`config.mk`:
```
export PLATFORM = sky130hd
export DESIGN_NAME = midi_tx_flat
export DESIGN_NICKNAME = d
export VERILOG_FILES = /design/src/rtl/midi_tx_if.sv /design/src/rtl/midi_tx.sv /design/src/flat_wrapper.sv
export SDC_FILE = /design/constraint.sdc
export NUM_CORES = 1
export LEC_CHECK = 0
export CAP_MARGIN = 10
export CORE_MARGIN = 2
export CORE_UTILIZATION = 55
export CTS_CLUSTER_SIZE = 8
export DETAILED_ROUTE_END_ITERATION = 8
export PLACE_DENSITY = 0.93
export SETUP_SLACK_MARGIN = 0.02
export SYNTH_ARGS = -nofsm -noshare
export SYNTH_HDL_FRONTEND = slang
export SYNTH_SLANG_ARGS = --single-unit
export TNS_END_PERCENT = 5
```
`constraint.sdc`:
```
create_clock -name clk -period 5.36 [get_ports clk]
set_clock_uncertainty 0.2 [all_clocks]
set_input_delay 1.34 -clock clk [delete_from_list [all_inputs] [get_ports clk]]
set_output_delay 1.34 -clock clk [all_outputs]
set_load 0.005 [all_outputs]
```
`src/rtl/midi_tx_if.sv`:
```
// Request and byte-stream bundle between synth control, the MIDI encoder and the UART.
// Stream handshake: a byte moves on a clock-enabled edge where dv and ready are both high;
// while dv is high and ready is low, data is held unchanged.
interface midi_tx_if;
    logic [3:0] channel;
    logic       note_on_req;
    logic       note_off_req;
    logic       prog_req;
    logic [6:0] note_num;
    logic [6:0] note_vel;
    logic [6:0] program_num;
    logic       busy;
    logic [7:0] data;
    logic       dv;
    logic       ready;

    modport master (
        output channel, note_on_req, note_off_req, prog_req,
        output note_num, note_vel, program_num, ready,
        input  busy, data, dv
    );

    modport slave (
        input  channel, note_on_req, note_off_req, prog_req,
        input  note_num, note_vel, program_num, ready,
        output busy, data, dv
    );
endinterface

```
`src/rtl/midi_tx.sv`:
```
// MIDI transmit encoder: turns note-on/off and program-change requests into a
// status + data byte sequence on a valid/ready stream, with optional running status.
module midi_tx #(
    parameter bit RUNNING_STATUS = 1'b1
) (
    input  logic             clk,
    input  logic             rst,
    input  logic             ce,
    midi_tx_if.slave         bus,
    output logic [1:0]       dbg_state
);

    typedef enum logic [1:0] {
        IDLE        = 2'd0,
        SEND_STATUS = 2'd1,
        SEND_D1     = 2'd2,
        SEND_D2     = 2'd3
    } state_t;

    state_t     state_q, state_n;
    logic [7:0] status_q, status_n;
    logic [6:0] d1_q, d1_n;
    logic [6:0] d2_q, d2_n;
    logic       is_note_q, is_note_n;
    logic [7:0] last_q, last_n;
    logic [7:0] data_n;
    logic       dv_n;
    logic       busy_n;
    logic       any_req;
    logic       xfer;

    assign any_req   = bus.note_off_req | bus.note_on_req | bus.prog_req;
    assign xfer      = bus.dv & bus.ready;
    assign dbg_state = state_q;

    always_comb begin
        state_n   = state_q;
        status_n  = status_q;
        d1_n      = d1_q;
        d2_n      = d2_q;
        is_note_n = is_note_q;
        last_n    = last_q;
        unique case (state_q)
            IDLE: begin
                if (any_req) begin
                    // Note Off outranks Note On, which outranks Program Change.
                    if (bus.note_off_req) begin
                        status_n  = {4'h8, bus.channel};
                        is_note_n = 1'b1;
                        d1_n      = bus.note_num;
                    end else if (bus.note_on_req) begin
                        status_n  = {4'h9, bus.channel};
                        is_note_n = 1'b1;
                        d1_n      = bus.note_num;
                    end else begin
                        status_n  = {4'hC, bus.channel};
                        is_note_n = 1'b0;
                        d1_n      = bus.program_num;
                    end
                    d2_n = bus.note_vel;
                    if (RUNNING_STATUS && (status_n == last_q)) state_n = SEND_D1;
                    else                                        state_n = SEND_STATUS;
                end
            end
            SEND_STATUS: begin
                if (xfer) begin
                    last_n  = status_q;
                    state_n = SEND_D1;
                end
            end
            SEND_D1: begin
                if (xfer) state_n = is_note_q ? SEND_D2 : IDLE;
            end
            SEND_D2: begin
                if (xfer) state_n = IDLE;
            end
            default: state_n = IDLE;
        endcase

        // Outputs are registered, so they are derived from the state being entered.
        dv_n   = 1'b1;
        data_n = 8'h00;
        unique case (state_n)
            IDLE:        dv_n   = 1'b0;
            SEND_STATUS: data_n = status_n;
            SEND_D1:     data_n = {1'b0, d1_n};
            SEND_D2:     data_n = {1'b0, d2_n};
            default:     dv_n   = 1'b0;
        endcase
        busy_n = (state_n != IDLE);
    end

    always_ff @(posedge clk) begin
        if (rst) begin
            state_q   <= IDLE;
            status_q  <= 8'h00;
            d1_q      <= 7'h00;
            d2_q      <= 7'h00;
            is_note_q <= 1'b0;
            last_q    <= 8'h00;
            bus.data  <= 8'h00;
            bus.dv    <= 1'b0;
            bus.busy  <= 1'b0;
        end else if (ce) begin
            state_q   <= state_n;
            status_q  <= status_n;
            d1_q      <= d1_n;
            d2_q      <= d2_n;
            is_note_q <= is_note_n;
            last_q    <= last_n;
            bus.data  <= data_n;
            bus.dv    <= dv_n;
            bus.busy  <= busy_n;
        end
    end

endmodule
```
`src/flat_wrapper.sv`:
```
// flat-port wrapper written by rule: the top's interface ports become plain ports
module midi_tx_flat 
#(
    parameter bit RUNNING_STATUS = 1'b1
)
  (clk, rst, ce, dbg_state, bus_channel, bus_note_on_req, bus_note_off_req, bus_prog_req, bus_note_num, bus_note_vel, bus_program_num, bus_ready, bus_busy, bus_data, bus_dv);
  midi_tx_if bus_i ();
  input  logic clk;
  input  logic rst;
  input  logic ce;
  output logic [1:0] dbg_state;
  input wire logic [$bits(bus_i.channel)-1:0] bus_channel;
  input wire logic [$bits(bus_i.note_on_req)-1:0] bus_note_on_req;
  input wire logic [$bits(bus_i.note_off_req)-1:0] bus_note_off_req;
  input wire logic [$bits(bus_i.prog_req)-1:0] bus_prog_req;
  input wire logic [$bits(bus_i.note_num)-1:0] bus_note_num;
  input wire logic [$bits(bus_i.note_vel)-1:0] bus_note_vel;
  input wire logic [$bits(bus_i.program_num)-1:0] bus_program_num;
  input wire logic [$bits(bus_i.ready)-1:0] bus_ready;
  output wire logic [$bits(bus_i.busy)-1:0] bus_busy;
  output wire logic [$bits(bus_i.data)-1:0] bus_data;
  output wire logic [$bits(bus_i.dv)-1:0] bus_dv;
  assign bus_i.channel = bus_channel;
  assign bus_i.note_on_req = bus_note_on_req;
  assign bus_i.note_off_req = bus_note_off_req;
  assign bus_i.prog_req = bus_prog_req;
  assign bus_i.note_num = bus_note_num;
  assign bus_i.note_vel = bus_note_vel;
  assign bus_i.program_num = bus_program_num;
  assign bus_i.ready = bus_ready;
  assign bus_busy = bus_i.busy;
  assign bus_data = bus_i.data;
  assign bus_dv = bus_i.dv;
  midi_tx #(.RUNNING_STATUS(RUNNING_STATUS)) u_core (.clk(clk), .rst(rst), .ce(ce), .bus(bus_i), .dbg_state(dbg_state));
endmodule
```
Yosys cells after proc, flatten, opt, wreduce, memory -nomap -nowiden
Index checks and enable logic that the tools add are counted.

Flip-flop bits (word level): 43. Input port bits: 32. Output and inout port bits: 12. Word-level logic and storage cells: 47.

Bitwise logic cells: 3. Multiplexer cells: 23. Equality and inequality tests: 7. Reductions and logical operators: 5.

Operators by type and width (count): two-way mux 7 bit (7); two-way mux 8 bit (5); case mux 8 bit (3 select lines) (1); two-way mux 2 bit (6); equality test 2 bit (second input constant) (4); equality test 8 bit (1); case mux 2 bit (4 select lines) (1); AND reduction 3 bit (2); equality test 2 x 1 -> 1 bit (second input constant) (2); zero test 2 bit (2); two-way mux 1 bit (3); bitwise OR 1 bit (2); nonzero test 2 bit (1); AND 1 bit (1).

Logic depth before layout (Yosys ltp)
Gate-level depths: netlist of run 1.

Depth after elaboration: 10. Depth in mapped cells: 8.

Least setup slack after synthesis of run 1
Ideal clock, no wire load.

Path kind: in2reg. Start point: input port bus_channel[2]. End point: register u_core.bus.data[6]. Cell stages on the path: 6. Data arrival time: 2.555 ns. Library setup time: 0.074 ns. Path slack: 2.530 ns. Cell sequence: xor2_1 nor4_4 nand4_4 buf_6 a211o_1 a31oi_1.

Word-level cells in the longest chain between the ends: 10. Elaborated cells between the ends (all ways): 12. Those cells by class: eq/ne: 4; mux: 8.

Ends and longest elaborated chain: from (decl) (line flat_wrapper.sv:12) `input wire logic [$bits(bus_i.channel)-1:0] bus_channel;`; two-way mux 7 bit (line midi_tx.sv:51) `end else if (bus.note_on_req) begin`; two-way mux 8 bit * (line midi_tx.sv:47) `if (bus.note_off_req) begin`; two-way mux 8 bit * (line midi_tx.sv:45) `if (any_req) begin`; two-way mux 8 bit * (line midi_tx.sv:43) `unique case (state_q)`; equality test 8 bit * (line midi_tx.sv:61) `if (RUNNING_STATUS && (status_n == last_q)) state_n = SEND_D1;`; two-way mux 2 bit * (line midi_tx.sv:61); two-way mux 2 bit * (line midi_tx.sv:45); case mux 2 bit (4 select lines) * (line midi_tx.sv:43); equality test 2 bit / equality test 2 x 1 -> 1 bit (equally long branches) (line midi_tx.sv:83) `unique case (state_n)`; case mux 8 bit (3 select lines) * (line midi_tx.sv:83); to (signal assigned) (line midi_tx.sv:111) `bus.data <= data_n;`; to (decl) (line midi_tx_if.sv:26) `output busy, data, dv`.

Every way passes the cells marked *; elsewhere a longest branch is shown, timed or not. The select of a mux whose other input is x is not followed. A chain may end at the register's enable or synchronous reset.

Worst setup path after layout of run 1
Start point: input port bus_note_off_req. End point: register u_core.d1_q[5].

Word-level cells in the longest chain between the ends: 4. Elaborated cells between the ends (all ways): 5. Those cells by class: mux: 3; bitwise: 2.

Ends and longest elaborated chain: from (decl) (line flat_wrapper.sv:14) `input wire logic [$bits(bus_i.note_off_req)-1:0] bus_note_off_req;`; bitwise OR 1 bit (2 in a row) (line midi_tx.sv:32) `assign any_req = bus.note_off_req | bus.note_on_req | bus.prog_req;`; two-way mux 7 bit * (line midi_tx.sv:45); two-way mux 7 bit * (line midi_tx.sv:43); to (signal assigned) (line midi_tx.sv:107) `d1_q <= d1_n;`; to (decl) (line midi_tx.sv:22) `logic [6:0] d1_q, d1_n;`.

Every way passes the cells marked *; elsewhere a longest branch is shown, timed or not.

==> key figures, run 1 <==
Power
  – Leakage: ~0.96 nW
  – P per Cell Area: just under 300 nW/µm²
  – Worst-case vdd ir drop: 0.171 mV

Placed design
  – IO Port Bufs: 43
  – Placed cell areas: about 2600 µm²
  – Final Wtd Congestion: between 0.8 and 0.9
  – Inst Count DP: 346
  – Hpwl dp: roughly 3.8 mm

STA
  – Endpoints failing setup: 0
  – Final period util: 0.678
  – Setup TNS Final: 0 ps
  – Final hold slack: about 260 ps
  – Tmin final: 3640 ps
  – Worst Max-Slew Pin Slew: around 730 ps
  – Slew Limit Headroom: 0.510
  – Slew Viols, Final: 0
  – Hold Vio Cnt, Final: 0
  – Max Clk Rate: 275 MHz
  – RSZ-0062 raised after global routing: no

Yosys
  – Seq/Total Area, Yosys: 0.377
  – Yosys cell types: 52
  – Area contributors post-synth: dfxtp_1, a21oi_1, nand2_1, nand3_1, a31oi_1
  – Avg Cell Area, Syn: 8.23 µm²
  – Number of synthesized flops with an enable pin: 0
  – FFs w/ async S/R, synth: 0
  – Mapped Cells: approximately 270
  – Leading area contributor after synthesis: dfxtp_1
  – Post-synth top area share: 0.377
  – Mapped Area: about 2200 µm²
  – Yosys warning count: 0
  – Post-Syn Nets: between 300 and 400
  – Main synth FF type: dfxtp_1
  – Seq cells post-synth: 42

Critical path
  – CP Capture Type: flop
  – Most numerous cell on the critical path: nor2_1
  – Crit path kind: in2reg
  – Worst path cell trace: clkdlybuf4s50_1 > nor3_1 > nor2_1 > buf_4 > nor2_1 > a311oi_1
  – Slowest stage cell, crit path: clkdlybuf4s50_1
  – Setup crit start: bus_note_off_req
  – CP max FO: 16
  – Reg2reg end: u_core.d1_q[5]$_SDFFE_PP0P_
  – FF-to-FF setup slack: 2890 ps
  – WP buf/inv: 2
  – R2r startpoint: u_core.dbg_state[0]$_SDFFE_PP0P_
  – CP arrival: about 3700 ps
  – Worst Setup Start Kind: input port
  – Crit-path leading delay family: buffers and inverters
  – Slowest cell delay on critical path: roughly 800 ps
  – R2R depth: 6
  – Crit path depth: 6
  – Worst path required time: around 5400 ps

Layout
  – Fin nets: approximately 340
  – Commonest non-fill, non-tap cell in the layout: clkdlybuf4s50_1
  – Antenna diodes: 0
  – Area grow syn2layout: 24.4%
  – Fill count: about 310
  – Multi-input combinational cell area: approximately 1300 µm²
  – Final core occ: 0.704
  – Most frequent cells in the layout: clkdlybuf4s50_1, dfxtp_1, nand2_1
  – Register area: around 840 µm²
  – Layout cells sized above 1: 0.102
  – Final instance area: approximately 2800 µm²
  – Final cell count without fillers: 354

CTS
  – Max clock buf depth: 2
  – H-tree levels: 2
  – Num Clock Sinks: 42
  – Root Driver: clkbuf_8
  – CTS tree: done
  – Clock Latency Late Sink: roughly 310 ps
  – Post-cts sizing count: 0
  – Setup bufs post-CTS: 0
  – Clock transition at path regs: around 90 ps
  – CTS buffer count: 5
  – Post-CTS Hold Fix Bufs: 0

Drt
  – Residual DRC: 0
  – WL/cell: 16.2 µm
  – Starting DRT DRC Count: roughly 240
  – Vias: ~2200
  – DR vias/cell: roughly 6.2
  – Routed WL: between 5 and 6 mm
  – DRT Pass-1 Iters: 5
  – Number of antenna-violating nets in the routed design: 0

Global routing
  – Total global-route track usage: 0.263
  – Largest net degree at the start of global routing: 37
  – Initial antenna violation count: 0
  – Vias in the first global route: 1957
  – Total grt overflow: 0
  – First-pass GRT wire length: roughly 9.0 mm

Min path
  – Worst Hold Launch: u_core.d2_q[5]$_SDFFE_PP0P_
  – Min-Delay Endpoint: u_core.d2_q[5]$_SDFFE_PP0P_
  – Hold Crit Depth: 2
  – HP Class: reg2reg

Job
  – Max Cap Viol: 0

Die
  – Width of the die: around 68 µm
  – Initial Util: 0.566
  – IO Pins: 44
  – Core Box Area: 3940 µm²
  – Die span in y: around 68 µm
  – Total die area: around 4600 µm²
  – Row count: 23

Run status
  – Status: finished, final reports clean
-- worst max-delay path by stage --
stage	endpoint
after floorplan	u_core.bus.data[6]$_SDFFE_PP0P_
after global placement	u_core.bus.data[7]$_SDFFE_PP0P_
after detailed placement	u_core.d1_q[5]$_SDFFE_PP0P_
after CTS	u_core.d1_q[5]$_SDFFE_PP0P_
after global routing	u_core.d1_q[5]$_SDFFE_PP0P_
final	u_core.d1_q[5]$_SDFFE_PP0P_
-- flip-flops by register name, indices dropped and copies added (netlist names) --
signal            flops
u_core.is_note_q      1
u_core.bus.dv         1
u_core.last_q         8
u_core.bus.data       8
u_core.d1_q           7
u_core.status_q       8
u_core.dbg_state      2
u_core.d2_q           7
-- layout make-up --
type / count / share of cell area
Tap cell: 50 / 0.0226
Multi-Input combinational cell: 205 / 0.456
Timing Repair Buffer: 46 / 0.163
Clock inverter: 2 / 0.0217
Sequential cell: 42 / 0.303
Inverter: 3 / 0.00406
Clock buffer: 6 / 0.0298
-- kinds of logic (layout without fill, tap and decap cells) --
kind of cell    Yosys count  in the layout  synth area share
xor+xnor                  4              4            0.0157
mux                       1              1           0.00505
compound gates          104            104             0.323
flops                    42             42             0.377
simple gates             96             96             0.223
buf+inv                  24             57            0.0561
-- worst min-delay path: cells and delay by family, from the launching register on --
family | cells | cell delay [ps]
flops | 1 | 320
simple gates | 1 | 50
compound gates | 1 | 50
-- synth_stat cells, drive strengths merged (5+ instances only) --
| master | n |
|---|---|
| a211o | 6 |
| a211oi | 8 |
| a21oi | 30 |
| a22o | 6 |
| a22oi | 5 |
| a31oi | 11 |
| buf | 12 |
| clkbuf | 9 |
| dfxtp | 42 |
| nand2 | 39 |
| nand3 | 16 |
| nor2 | 20 |
| o21a | 7 |
| o21ai | 13 |
-- stage by stage --
step	power (mW)	worst slack (ps)
3_5_place_dp	0.500	1450
6_report	0.809	1720
5_1_grt	0.835	1600
3_3_place_gp	0.497	1500
4_1_cts	0.806	1760
2_1_floorplan	0.444	2530
-- report_power, final --
part	switching, mW	internal [mW]	total [mW]
logic	0.0823	0.0713	0.154
registers	0.0142	0.330	0.344
clock network	0.113	0.199	0.312
total	0.210	0.600	0.809
-- routing by layer --
| layer | share of wire | GRT usage |
|---|---|---|
| met3 | 0.069 | 0.0433 |
| met5 | 0 | 0 |
| met1 | 0.43 | 0.351 |
| met2 | 0.49 | 0.423 |
| met4 | 0.017 | 0.107 |
No activity file was read; power rests on OpenSTA's default activity.
==> inputs of run 2 (changes only) <==
Settings changed: CORE_UTILIZATION 55 to 51, PLACE_DENSITY 0.93 to 0.88.
Clock period 5.36 ns to 3.6 ns, I/O delays scaled along.
==> key figures, run 2 (synthesized netlist as in run 1, its figures left out) <==
CTS
  – H-tree levels: 2
  – Clock Latency Late Sink: about 300 ps
  – Clock transition at path regs: around 80 ps
  – Num Clock Sinks: 42
  – CTS tree: done
  – Root Driver: clkbuf_8
  – Setup bufs post-CTS: 0
  – Max clock buf depth: 2
  – Post-cts sizing count: 0
  – Post-CTS Hold Fix Bufs: 0
  – CTS buffer count: 5

Placed design
  – Placed cell areas: 2690 µm²
  – Dpl ws: between 300 and 400 ps
  – Hpwl dp: approximately 4.4 mm
  – Inst Count DP: about 360
  – Final Wtd Congestion: 0.921
  – IO Port Bufs: 43

Drt
  – Uppermost routed layer: met4
  – DRT Pass-1 Iters: 5
  – M1 WL: between 2 and 3 mm
  – Routed WL: 6.25 mm
  – Starting DRT DRC Count: between 200 and 250
  – WL/cell: 17.2 µm
  – Residual DRC: 0
  – DR vias/cell: approximately 6.3
  – Met3 wire length: 510 µm
  – Vias: around 2300
  – Routed wl met2: between 2 and 3 mm
  – Number of antenna-violating nets in the routed design: 0

Global routing
  – Initial antenna violation count: 0
  – Total global-route track usage: 0.263
  – First-pass GRT wire length: around 10 mm
  – Largest net degree at the start of global routing: 22
  – Total grt overflow: 0
  – Vias in the first global route: about 2100

Critical path
  – Crit path kind: in2reg
  – Worst path required time: between 3000 and 4000 ps
  – CP Capture Type: flop
  – Worst path cell trace: clkdlybuf4s50_1 > or3_1 > a221oi_1 > a41oi_2 > o21ai_0 > a211oi_1
  – CP arrival: approximately 3100 ps
  – Slowest cell delay on critical path: between 600 and 700 ps
  – Slowest stage cell, crit path: clkdlybuf4s50_1
  – Worst Setup Start Kind: input port
  – Reg2reg end: u_core.bus.data[5]$_SDFFE_PP0P_
  – CP max FO: 14
  – R2r startpoint: u_core.dbg_state[1]$_SDFFE_PP0P_
  – WP buf/inv: 1
  – FF-to-FF setup slack: 1280 ps
  – Crit-path leading delay family: compound AO/OA/AOI/OAI gates
  – R2R depth: 5

STA
  – Setup TNS Final: 0 ps
  – Slew Limit Headroom: 0.482
  – Endpoints failing setup: 0
  – Slew Viols, Final: 0
  – Hold Vio Cnt, Final: 0
  – Final hold slack: 259 ps
  – Tmin final: around 3100 ps
  – Max Clk Rate: 321 MHz
  – Setup slack after layout: between 400 and 500 ps
  – RSZ-0062 raised after global routing: no
  – Final period util: 0.864
  – Worst Max-Slew Pin Slew: 777 ps

Power
  – Leakage: just under 1 nW
  – Worst-case vdd ir drop: roughly 0.26 mV
  – P per Cell Area: about 400 nW/µm²
  – Post-layout total power: between 1 and 1.5 mW

Die
  – Die span in y: between 70 and 80 µm
  – Core Box Area: between 4000 and 5000 µm²
  – IO Pins: 44
  – Row count: 24
  – Initial Util: 0.519
  – Width of the die: approximately 70 µm
  – Total die area: about 5000 µm²

Layout
  – Antenna diodes: 0
  – Fill count: 373
  – Final cell count without fillers: about 360
  – Most frequent cells in the layout: clkdlybuf4s50_1, dfxtp_1, nand2_1
  – Layout cells sized above 1: 0.122
  – Fin nets: ~340
  – Final instance area: 2800 µm²
  – Commonest non-fill, non-tap cell in the layout: clkdlybuf4s50_1
  – Final core occ: 0.653
  – Largest regs: u_core.bus.data (8), u_core.last_q (8), u_core.status_q (8)
  – Area grow syn2layout: 25.8%

Min path
  – HP Class: reg2reg
  – Hold Crit Depth: 2
  – Min-Delay Endpoint: u_core.last_q[7]$_SDFFE_PP0P_
  – Worst Hold Launch: u_core.last_q[7]$_SDFFE_PP0P_

Run status
  – Status: finished, final reports clean

Job
  – Max Cap Viol: 0
run 2: cell types whose count changed in the layout (fill, tap and decap cells not counted):
cell | previous run | this run
clkinvlp_4 | 0 | 1
clkbuf_8 | 6 | 5
bufinv_16 | 2 | 1
clkbuf_1 | 0 | 1
buf_4 | 3 | 11
run 2: report_power, final:
part           internal [mW]  switching [mW]  total, mW
Sequential             0.491          0.0233      0.514
Clock                  0.207           0.168      0.375
Combinational          0.113           0.124      0.237
run 2: worst max-delay path by stage:
stage	start	endpoint	slack (ps)	cells after the start
3_5_place_dp	bus_note_on_req	u_core.bus.data[5]$_SDFFE_PP0P_	340	6
2_1_floorplan	bus_channel[2]	u_core.bus.data[6]$_SDFFE_PP0P_	1210	6
5_1_grt	bus_note_on_req	u_core.bus.data[0]$_SDFFE_PP0P_	400	6
6_report	bus_note_on_req	u_core.bus.data[4]$_SDFFE_PP0P_	490	6
4_1_cts	bus_note_on_req	u_core.bus.data[6]$_SDFFE_PP0P_	590	6
3_3_place_gp	bus_note_on_req	u_core.bus.data[4]$_SDFFE_PP0P_	410	6
run 2: routing by layer:
layer,up-vias,global-route usage
met5,-,0
met4,0,0.132
met3,17,0.0491
met2,123,0.428
met1,1070,0.333
li1,1079,-
run 2: final cells by class:
type,instances,area [µm²],share of cell area
tap,52,65.1,0.0232
timing repair buffer,54,513,0.183
clock inverter,2,37.5,0.0134
multi-input combinational,205,1260,0.451
inverter,3,11.3,0.00402
clock buffer,6,72.6,0.0259
sequential,42,841,0.300
run 2: worst reg2reg max path, stage by stage, from the launching register on:
cell and delay (ps):
dfxtp_1 430, or2_0 510, nor2_8 270, nand4_4 240, a221oi_1 380, o221a_2 240
